===== config.mk =====
export PLATFORM = sky130hd
export DESIGN_NAME = uart_cmd_responder
export DESIGN_NICKNAME = d
export VERILOG_FILES = /design/src/rtl/uart_cmd_pkg.sv /design/src/rtl/uart_cmd_regfile.sv /design/src/rtl/uart_cmd_responder.sv
export SDC_FILE = /design/constraint.sdc
export NUM_CORES = 1
export LEC_CHECK = 0
export CAP_MARGIN = 20
export CORE_UTILIZATION = 45
export CTS_CLUSTER_DIAMETER = 40
export CTS_CLUSTER_SIZE = 24
export DETAILED_ROUTE_END_ITERATION = 6
export HOLD_SLACK_MARGIN = 0.12
export PLACE_DENSITY = 0.68
export REMOVE_ABC_BUFFERS = 1
export SETUP_SLACK_MARGIN = 0.5
export SYNTH_ARGS = -nofsm -noshare
export SYNTH_HDL_FRONTEND = slang
export SYNTH_SLANG_ARGS = --single-unit

===== constraint.sdc =====
create_clock -name clk -period 5.5 [get_ports clk]
set_clock_uncertainty 0.2 [all_clocks]
set_input_delay 1.1 -clock clk [delete_from_list [all_inputs] [get_ports clk]]
set_output_delay 1.1 -clock clk [all_outputs]
set_load 0.01 [all_outputs]

===== src/rtl/uart_cmd_pkg.sv =====
// Shared constants, status codes and FSM encoding for the UART command responder.
package uart_cmd_pkg;

    localparam logic [7:0] SOF_REQ = 8'hA5;
    localparam logic [7:0] SOF_RSP = 8'h5A;
    localparam logic [7:0] CMD_WR  = 8'h01;
    localparam logic [7:0] CMD_RD  = 8'h02;

    localparam logic [7:0] ST_OK       = 8'h00;
    localparam logic [7:0] ST_BAD_CHK  = 8'h01;
    localparam logic [7:0] ST_BAD_CMD  = 8'h02;
    localparam logic [7:0] ST_BAD_ADDR = 8'h03;

    typedef enum logic [2:0] {
        S_IDLE,
        S_CAPTURE,
        S_FETCH,
        S_EXEC,
        S_SEND
    } state_t;

    // Response frame byte at position tidx: SOF, STAT, RDATA, RCHK.
    function automatic logic [7:0] resp_byte(input logic [1:0] tidx,
                                             input logic [7:0] stat,
                                             input logic [7:0] rdata);
        case (tidx)
            2'd0:    return SOF_RSP;
            2'd1:    return stat;
            2'd2:    return rdata;
            default: return stat ^ rdata;
        endcase
    endfunction

endpackage


===== src/rtl/uart_cmd_regfile.sv =====
// NUM_REGS x 8 register file: one synchronous write port, one combinational read port.
module uart_cmd_regfile #(
    parameter int NUM_REGS = 8,
    parameter int AW       = 3
) (
    input  logic                  clk,
    input  logic                  rst,
    input  logic                  we,
    input  logic [AW-1:0]         waddr,
    input  logic [7:0]            wdata,
    input  logic [AW-1:0]         raddr,
    output logic [7:0]            rdata,
    output logic [NUM_REGS*8-1:0] regs_flat
);

    logic [NUM_REGS-1:0][7:0] mem;

    always_ff @(posedge clk or negedge rst) begin
        if (!rst)    mem <= '0;
        else if (we) mem[waddr] <= wdata;
    end

    // Non-power-of-two depths leave unused address codes; read those as zero.
    assign rdata     = ({1'b0, raddr} < (AW+1)'(NUM_REGS)) ? mem[raddr] : 8'h00;
    assign regs_flat = mem;

endmodule


===== src/rtl/uart_cmd_responder.sv =====
// Pops A5-framed commands from the RX FIFO, executes them on the register file, pushes 5A responses.
// Optional TIMEOUT_EN: abandons a partial frame after TIMEOUT_CYCLES idle cycles in FETCH.
module uart_cmd_responder
    import uart_cmd_pkg::*;
#(
    parameter int NUM_REGS       = 8,
    parameter int TIMEOUT_CYCLES = 520833
) (
    input  logic                  clk,
    input  logic                  rst,
    input  logic                  rx_fifo_empty,
    input  logic [7:0]            rx_data,
    output logic                  rx_rd_en,
    input  logic                  tx_fifo_full,
    output logic [7:0]            tx_data,
    output logic                  tx_wr_en,
    output logic [NUM_REGS*8-1:0] regs_flat,
    output logic                  busy,
    output logic                  frame_err
);

    localparam int AW = (NUM_REGS > 1) ? $clog2(NUM_REGS) : 1;

    state_t     state_q, state_d;
    logic [2:0] idx_q, idx_d;
    logic [1:0] tidx_q, tidx_d;
    logic       busy_q, busy_d;
    logic [7:0] cmd_q, addr_q, data_q, chk_q;
    logic [7:0] stat_q, rdata_q;
    logic [7:0] stat, rd_val;
    logic       we;

`ifdef TIMEOUT_EN
    logic [31:0] tmo_q;
    logic        tmo_hit;
    assign tmo_hit = (tmo_q == 32'(TIMEOUT_CYCLES - 1));

    always_ff @(posedge clk or negedge rst) begin
        if (!rst)                                   tmo_q <= '0;
        else if (state_q == S_FETCH && rx_fifo_empty) tmo_q <= tmo_q + 32'd1;
        else                                        tmo_q <= '0;
    end
`else
    logic unused_tmo_cfg;
    assign unused_tmo_cfg = ^TIMEOUT_CYCLES;
`endif

    uart_cmd_regfile #(.NUM_REGS(NUM_REGS), .AW(AW)) u_regfile (
        .clk       (clk),
        .rst       (rst),
        .we        (we),
        .waddr     (addr_q[AW-1:0]),
        .wdata     (data_q),
        .raddr     (addr_q[AW-1:0]),
        .rdata     (rd_val),
        .regs_flat (regs_flat)
    );

    // Status priority: checksum, then command, then address range.
    always_comb begin
        stat = ST_OK;
        if ((cmd_q ^ addr_q ^ data_q) != chk_q)          stat = ST_BAD_CHK;
        else if (cmd_q != CMD_WR && cmd_q != CMD_RD)     stat = ST_BAD_CMD;
        else if ({1'b0, addr_q} >= 9'(NUM_REGS))         stat = ST_BAD_ADDR;
    end

    always_comb begin
        state_d   = state_q;
        idx_d     = idx_q;
        tidx_d    = tidx_q;
        busy_d    = busy_q;
        rx_rd_en  = 1'b0;
        tx_wr_en  = 1'b0;
        tx_data   = 8'h00;
        frame_err = 1'b0;
        we        = 1'b0;
        case (state_q)
            S_IDLE: begin
                if (!rx_fifo_empty) begin
                    rx_rd_en = 1'b1;
                    state_d  = S_CAPTURE;
                end
            end
            S_CAPTURE: begin
                if (idx_q == 3'd0 && rx_data != SOF_REQ) begin
                    state_d = S_IDLE;
                end else begin
                    if (idx_q == 3'd0) busy_d = 1'b1;
                    if (idx_q < 3'd4) begin
                        idx_d   = idx_q + 3'd1;
                        state_d = S_FETCH;
                    end else begin
                        state_d = S_EXEC;
                    end
                end
            end
            S_FETCH: begin
                if (!rx_fifo_empty) begin
                    rx_rd_en = 1'b1;
                    state_d  = S_CAPTURE;
                end
`ifdef TIMEOUT_EN
                else if (tmo_hit) begin
                    idx_d     = 3'd0;
                    busy_d    = 1'b0;
                    frame_err = 1'b1;
                    state_d   = S_IDLE;
                end
`endif
            end
            S_EXEC: begin
                frame_err = (stat != ST_OK);
                we        = (stat == ST_OK) && (cmd_q == CMD_WR);
                tidx_d    = 2'd0;
                state_d   = S_SEND;
            end
            S_SEND: begin
                // Data is held on resp[tidx] while TX is full so the byte is stable when finally pushed.
                tx_data = resp_byte(tidx_q, stat_q, rdata_q);
                if (!tx_fifo_full) begin
                    tx_wr_en = 1'b1;
                    tidx_d   = tidx_q + 2'd1;
                    if (tidx_q == 2'd3) begin
                        busy_d  = 1'b0;
                        idx_d   = 3'd0;
                        state_d = S_IDLE;
                    end
                end
            end
            default: state_d = S_IDLE;
        endcase
    end

    always_ff @(posedge clk or negedge rst) begin
        if (!rst) begin
            state_q <= S_IDLE;
            idx_q   <= 3'd0;
            tidx_q  <= 2'd0;
            busy_q  <= 1'b0;
            cmd_q   <= 8'h00;
            addr_q  <= 8'h00;
            data_q  <= 8'h00;
            chk_q   <= 8'h00;
            stat_q  <= 8'h00;
            rdata_q <= 8'h00;
        end else begin
            state_q <= state_d;
            idx_q   <= idx_d;
            tidx_q  <= tidx_d;
            busy_q  <= busy_d;
            if (state_q == S_CAPTURE) begin
                case (idx_q)
                    3'd1:    cmd_q  <= rx_data;
                    3'd2:    addr_q <= rx_data;
                    3'd3:    data_q <= rx_data;
                    3'd4:    chk_q  <= rx_data;
                    default: ;
                endcase
            end
            if (state_q == S_EXEC) begin
                stat_q  <= stat;
                rdata_q <= (stat != ST_OK) ? 8'h00 : (cmd_q == CMD_RD) ? rd_val : data_q;
            end
        end
    end

    assign busy = busy_q;

endmodule

==> flow_summary.ini, run 1 <==
[worst_setup_path]
setup.worst_path.start_class = register
critical_path_arrival_ns = 2.66
cp_max_fo = 11
criticalPathCategory = reg2out
type_of_element_capturing_the_critical_path = output port
cp_data_required_time_ns = 4.20

[detailed_routing]
met2_routed_wirelength_mm = 6.96
wirelength_mm = 14.1
antenna_left = 0
met1Wirelength_mm = 6.46
detailroute.via_count = 4064
top_layer = met4
drt-pass1-iter-count = 4
vias_per_cell = 5.54
avgRoutedWirePerCell_microns = 19.3
dr_wl_met3_microns = 532
drc = 0
dr.first_iter.drc_count = 195

[clock_tree]
clkLatencyLatePin_ns = 0.42
clk_transition_reported_paths_ns = 0.05
holdBufCountCts = 0
tritoncts = yes
htree_num_levels = 4
cts_made_buffers = 17
cts_resized = 0
setup_repair_bufs_after_cts = 0
maximum_count_of_clock_buffers_along_a_single_path = 2
clock-sinks = 115
clock_tree.root_cell = sky130_fd_sc_hd__clkbuf_16

[logic_synthesis]
syn_avg_cell_area_sq_um = 12.7
synth_warnings = 0
netlist_instances = 461
synth.ff_latch_count = 115
sequential_area_share_after_synthesis_pct = 49.3
synth_area_sq_um = 5840
post_synth_num_cell_types = 49
synth_ff_type = sky130_fd_sc_hd__dfrtp_1
number_of_enable_flip_flop_cells_after_synthesis = 0
synth_async_sr_flop_share_pct = 100

[floorplanning]
dieArea_sq_um = 13400
floorplan.initialDensity_pct = 46.3
site_rows = 41
number_of_top_level_pins = 88
dieWidth_microns = 116
design.core.area_sq_um = 12600
die_height_microns = 116

[timing]
hold_violations = 0
fmax_ghz = 0.253
worst_slew_margin_rel_pct = 33.2
grt_setup_unrepaired = false
fin_crit_sh_pct = 72.0
slew_violations = 0
fin_tns_setup_ns = 0
hold_slack_ns = 0.278
tightest_slew_ns = 1.00
layout_min_cycle_time_ns = 3.96
setup-violations-final = 0

[place]
number_of_placed_instances_with_taps_included = 701
port_buffers = 87
hpwlAfterDp_mm = 9.70
place_congestion = 0.797
cell_area_reported_after_detailed_placement_sq_um = 6830

[final_layout]
antenna_cells = 0
multiInputGateArea_sq_um = 2790
final-seq-area_sq_um = 2880
num-fill-cells = 1043
layout.cells.most_common_list = sky130_fd_sc_hd__dfrtp_1 (115), sky130_fd_sc_hd__mux2_2 (97), sky130_fd_sc_hd__clkdlybuf4s50_1 (86)
most_common_cell_after_layout_fill_and_taps_aside = sky130_fd_sc_hd__dfrtp_1
post_route_cells_drive_above_1_share_pct = 28.2
final_nets = 569
area.growth.synth_to_final_pct = 28.1
final-instance-count-excl-fill = 733
postLayoutCellArea_sq_um = 7480

[power]
ir_worst_vdd_uv = 252
leakagePower_nw = 3.37
power-per-cell-area_nw_per_um2 = 480

[global_route]
global_route_wire_length_before_repair_mm = 22.5
pin_count_of_the_biggest_net_entering_global_routing = 80
grt_pass1_vias = 4208
grt.overflow.total = 0
globalRouteTotalUtil_pct = 22.8
antenna_violations_before_repair = 0

[worst_hold_path]
worst_hold_path_type = reg2reg

[run]
max-cap-violations = 0

[run_status]
outcome = completed
[metal layers]
| metal | up-vias | GRT usage (%) |
|---|---|---|
| met2 | 95 | 37.4 |
| met1 | 2081 | 29.5 |
| met5 | - | 0 |
| met3 | 18 | 4.97 |
| li1 | 1870 | - |
| met4 | 0 | 8.80 |
[cells in the mapped netlist, types with 3 or more instances]
| cell type | count | share of area (%) |
|---|---|---|
| sky130_fd_sc_hd__clkbuf_1 | 13 | 0.84 |
| sky130_fd_sc_hd__nor3_1 | 14 | 1.2 |
| sky130_fd_sc_hd__o21ai_0 | 5 | 0.43 |
| sky130_fd_sc_hd__o221ai_1 | 6 | 0.90 |
| sky130_fd_sc_hd__inv_1 | 8 | 0.51 |
| sky130_fd_sc_hd__mux2i_1 | 9 | 1.5 |
| sky130_fd_sc_hd__a211o_1 | 5 | 0.75 |
| sky130_fd_sc_hd__ha_1 | 9 | 1.9 |
| sky130_fd_sc_hd__o31ai_1 | 10 | 1.3 |
| sky130_fd_sc_hd__nor2b_1 | 3 | 0.32 |
| sky130_fd_sc_hd__o22ai_1 | 5 | 0.54 |
| sky130_fd_sc_hd__dlygate4sd1_1 | 5 | 0.75 |
| sky130_fd_sc_hd__xor2_1 | 8 | 1.2 |
| sky130_fd_sc_hd__a21oi_1 | 14 | 1.2 |
| sky130_fd_sc_hd__mux2_4 | 6 | 1.5 |
| sky130_fd_sc_hd__dfrtp_1 | 115 | 49 |
| sky130_fd_sc_hd__nand2b_1 | 3 | 0.32 |
| sky130_fd_sc_hd__a211oi_1 | 4 | 0.51 |
| sky130_fd_sc_hd__nor4_1 | 3 | 0.32 |
| sky130_fd_sc_hd__nand4_4 | 8 | 2.9 |
| sky130_fd_sc_hd__mux2_2 | 97 | 19 |
| sky130_fd_sc_hd__nand3_1 | 3 | 0.26 |
| sky130_fd_sc_hd__and2_1 | 5 | 0.54 |
| sky130_fd_sc_hd__xnor2_1 | 19 | 2.9 |
| sky130_fd_sc_hd__a221oi_1 | 4 | 0.60 |
| sky130_fd_sc_hd__nor2_1 | 21 | 1.4 |
| sky130_fd_sc_hd__nand2_1 | 23 | 1.5 |
| sky130_fd_sc_hd__mux4_2 | 4 | 1.5 |
| sky130_fd_sc_hd__nor3b_1 | 3 | 0.39 |
[flip-flops by register name, indices dropped and copies added, names as in the netlist]
name	flops
state_q	3
idx_q	3
u_regfile.regs_flat	64
rdata_q	8
stat_q	2
busy	1
tidx_q	2
addr_q	8
cmd_q	8
chk_q	8
data_q	8
[logic make-up after synthesis]
| kind of cell | after synthesis | synth area share, % |
|---|---|---|
| AOI/OAI and AO/OA | 61 | 7.29 |
| and+or+nand+nor | 99 | 10.9 |
| xor gates and xnor gates | 27 | 4.05 |
| adders and majority gates | 9 | 1.93 |
| muxes | 116 | 23.3 |
| DFF | 115 | 49.3 |
| buffers and inverters | 34 | 3.15 |
[final cells by class]
cell class	count	area share (%)
flip-flops and latches	115	38.5
multi-input cells	312	37.3
repair buffers	93	12.2
clock buffers	22	6.34
well taps	172	2.88
clock inverters	10	2.38
inverters	9	0.452
[worst max-delay path, cell delays in order (launching register included)]
cell	delay [ns]
sky130_fd_sc_hd__dfrtp_1	0.65
sky130_fd_sc_hd__xnor2_1	0.15
sky130_fd_sc_hd__xnor2_1	0.15
sky130_fd_sc_hd__nor4_2	0.21
sky130_fd_sc_hd__buf_4	0.30
sky130_fd_sc_hd__and3_1	0.21
sky130_fd_sc_hd__nor2_1	0.06
sky130_fd_sc_hd__clkdlybuf4s50_1	0.51
[through the flow]
stage                     util [%]  power, W  setup WS (ns)
after floorplan                  -   0.00201          0.292
after global placement        54.1   0.00235           1.75
after detailed placement      54.1   0.00239           1.73
after CTS                     59.3   0.00361           1.49
after global routing          59.3   0.00378           1.43
final                         59.3   0.00359           1.54
[final timing paths]
check / from / endpoint / slack, ns / cells after the start
worst max-delay path: data_q[6] / frame_err / 1.54 / 7
worst min-delay path: rdata_q[5] / rdata_q[5] / 0.28 / 2
worst max register to register: addr_q[4] / u_regfile.regs_flat[28] / 2.76 / 6
worst min register to register: rdata_q[5] / rdata_q[5] / 0.28 / 2
max in group asynchronous: rst / u_regfile.regs_flat[47] / 3.36 / 2
min in group asynchronous: rst / u_regfile.regs_flat[14] / 0.63 / 1
[report_power, final]
group	leakage, nW	switching, W	internal (W)
combinational	1.53	0.000622	0.000517
sequential	1.52	0.000241	0.000997
clock	0.320	0.000377	0.000836
total	3.37	0.00124	0.00235
No activity file was read; power rests on OpenSTA's default activity.
==> inputs of run 2 (changes only) <==
PLACE_DENSITY = 0.71   (was 0.68)
clock period = 3.2 ns   (was 5.5 ns; I/O delays follow)
==> run 2 against run 1 <==
Net effect:
- combinational power up 91%
- count of clock-buffer cells in the layout up 2
- highest routed layer unchanged
- final area up 2.3%
- worst hold slack worse by 0.15 ns
- routed wire length up 4.4%
- critical path type unchanged
- worst setup slack worse by 1.2 ns
- critical endpoint unchanged
- power up 71%
- first-iteration DRC count down 4.6%
- via count up 2.4%
- clock power up 55%
- critical path depth down 1
- sequential power up 69%
==> flow_summary.ini, run 2 (synthesized netlist as in run 1, its figures left out) <==
[run_status]
outcome = completed

[floorplanning]
dieWidth_microns = 116
die_height_microns = 116
dieArea_sq_um = 13400
floorplan.initialDensity_pct = 46.3
site_rows = 41
design.core.area_sq_um = 12600
number_of_top_level_pins = 88

[detailed_routing]
vias_per_cell = 5.55
drc = 0
antenna_left = 0
wirelength_mm = 14.8
detailroute.via_count = 4163
avgRoutedWirePerCell_microns = 19.7
drt-pass1-iter-count = 5
dr.first_iter.drc_count = 186

[clock_tree]
clock_tree.root_cell = sky130_fd_sc_hd__clkbuf_16
cts_made_buffers = 17
maximum_count_of_clock_buffers_along_a_single_path = 2
clock-sinks = 115
holdBufCountCts = 0
clk_transition_reported_paths_ns = 0.05
tritoncts = yes
clkLatencyLatePin_ns = 0.41
htree_num_levels = 4

[power]
leakagePower_nw = 3.49
ir_worst_vdd_uv = 431
power-per-cell-area_nw_per_um2 = 804

[final_layout]
postLayoutCellArea_sq_um = 7650
antenna_cells = 0
final_nets = 586
final_core_util_pct = 60.7
post_route_cells_drive_above_1_share_pct = 34.9
largest_register_ffs = 64
area.growth.synth_to_final_pct = 31.1
layout.cells.most_common_list = sky130_fd_sc_hd__dfrtp_1 (107), sky130_fd_sc_hd__mux2_2 (97), sky130_fd_sc_hd__clkdlybuf4s50_1 (78)
most_common_cell_after_layout_fill_and_taps_aside = sky130_fd_sc_hd__dfrtp_1

[worst_setup_path]
timing.critical_path.slowest_cell_delay_ns = 0.54
critical_path_arrival_ns = 2.03
setup.worst_path.start_class = register
cp_data_required_time_ns = 2.36
critical_path.cell_chain = or4_4 > nand4bb_4 > nor2_4 > and3_4 > nor2_2 > buf_2
cp_num_buf_inv = 1
cp_max_fo = 2
timing.critical_path.slowest_stage_cell = sky130_fd_sc_hd__or4_4
critical-path-top-delay-family = simple AND/OR/NAND/NOR gates
criticalPathCategory = reg2out
type_of_element_capturing_the_critical_path = output port

[timing]
fin_tns_setup_ns = 0
fin_crit_sh_pct = 89.7
slew_violations = 0
hold_violations = 0
worst_slew_margin_rel_pct = 47.5
setup-violations-final = 0
layout_setup_ws_ns = 0.330
tightest_slew_ns = 0.788
fmax_ghz = 0.348
grt_setup_unrepaired = true
layout_min_cycle_time_ns = 2.87

[place]
hpwlAfterDp_mm = 9.92
place_congestion = 0.803
port_buffers = 87
cell_area_reported_after_detailed_placement_sq_um = 6880
dpl_worst_slack_ns = 0.307

[global_route]
grt.overflow.total = 0
pin_count_of_the_biggest_net_entering_global_routing = 62
globalRouteTotalUtil_pct = 23.3
met1_layer_usage_reported_by_global_route_pct = 31.9
grt_pass1_vias = 4272
global_route_wire_length_before_repair_mm = 23.2
top_usage_layer = met2
groute.layer.met2.usage_pct = 38.0
antenna_violations_before_repair = 0
groute.layer.met3.usage_pct = 4.76

[run]
max-cap-violations = 0

[worst_hold_path]
worst_hold_path_type = in2async
run 2: cell count changes in the layout (fill, tap and decap cells not counted), moves of 3 or more:
| cell | change |
|---|---|
| sky130_fd_sc_hd__buf_4 | +14 |
| sky130_fd_sc_hd__clkdlybuf4s50_1 | -8 |
| sky130_fd_sc_hd__dfrtp_1 | -8 |
| sky130_fd_sc_hd__dfrtp_2 | +8 |
| sky130_fd_sc_hd__nor2_1 | -5 |
| sky130_fd_sc_hd__dlygate4sd2_1 | +4 |
| sky130_fd_sc_hd__inv_1 | -4 |
| sky130_fd_sc_hd__inv_2 | +4 |
| sky130_fd_sc_hd__nor2_2 | +4 |
| sky130_fd_sc_hd__buf_6 | +3 |
| sky130_fd_sc_hd__bufinv_16 | -3 |
run 2: report_power, final:
group / switching [W] / internal (W)
Clock: 0.000645 / 0.00123
Sequential: 0.000379 / 0.00173
Combinational: 0.00120 / 0.000987
Total: 0.00222 / 0.00394
run 2: metrics by stage:
step	hold slack [ns]	instances	total power (W)
final	0.124	750	0.00616
after global routing	0.179	750	0.00646
after CTS	0.147	746	0.00610
after detailed placement	0.283	708	0.00413
after global placement	0.269	708	0.00406
after floorplan	0.144	436	0.00346
run 2: final timing paths:
check                      slack, ns                       to  cells after the start        from
hold / removal                  0.12  u_regfile.regs_flat[49]                      1         rst
setup reg to reg                0.48  u_regfile.regs_flat[14]                      7   addr_q[5]
min in group clk                0.29               rdata_q[5]                      2  rdata_q[5]
hold reg to reg                 0.29               rdata_q[5]                      2  rdata_q[5]
setup / recovery                0.33                frame_err                      6   addr_q[5]
max in group asynchronous       1.83                data_q[2]                      2         rst
run 2: area by class of cell:
class,count,area (sq um)
Fill cell,1015,4960
Clock inverter,8,100
Multi-Input combinational cell,312,2880
Sequential cell,115,2890
Inverter,9,33.8
Timing Repair Buffer,110,1040
Clock buffer,24,492
Tap cell,172,215
run 2: repair_timing:
| item | in CTS | in global routing |
|---|---|---|
| endpoints found under the hold margin | 0 | 0 |
| pin swaps | 3 | 5 |
| gates cloned | 0 | 0 |
| setup endpoints to repair | 12 | 68 |
| resized for setup | 30 | 16 |
| buffers inserted | 6 | 4 |
run 2: worst register-to-register path: cells and delay by family (launching register included):
kind          cells  cell delay [ns]
flops             1             0.38
simple gates      4             1.28
buf+inv           2             0.39
mux               1             0.38
run 2: routing by layer:
metal  wire (microns)  vias up
li1                 -     1903
met1             6620     2127
met2             7240      122
met3              715       11
met4              179        0
met5                0        -
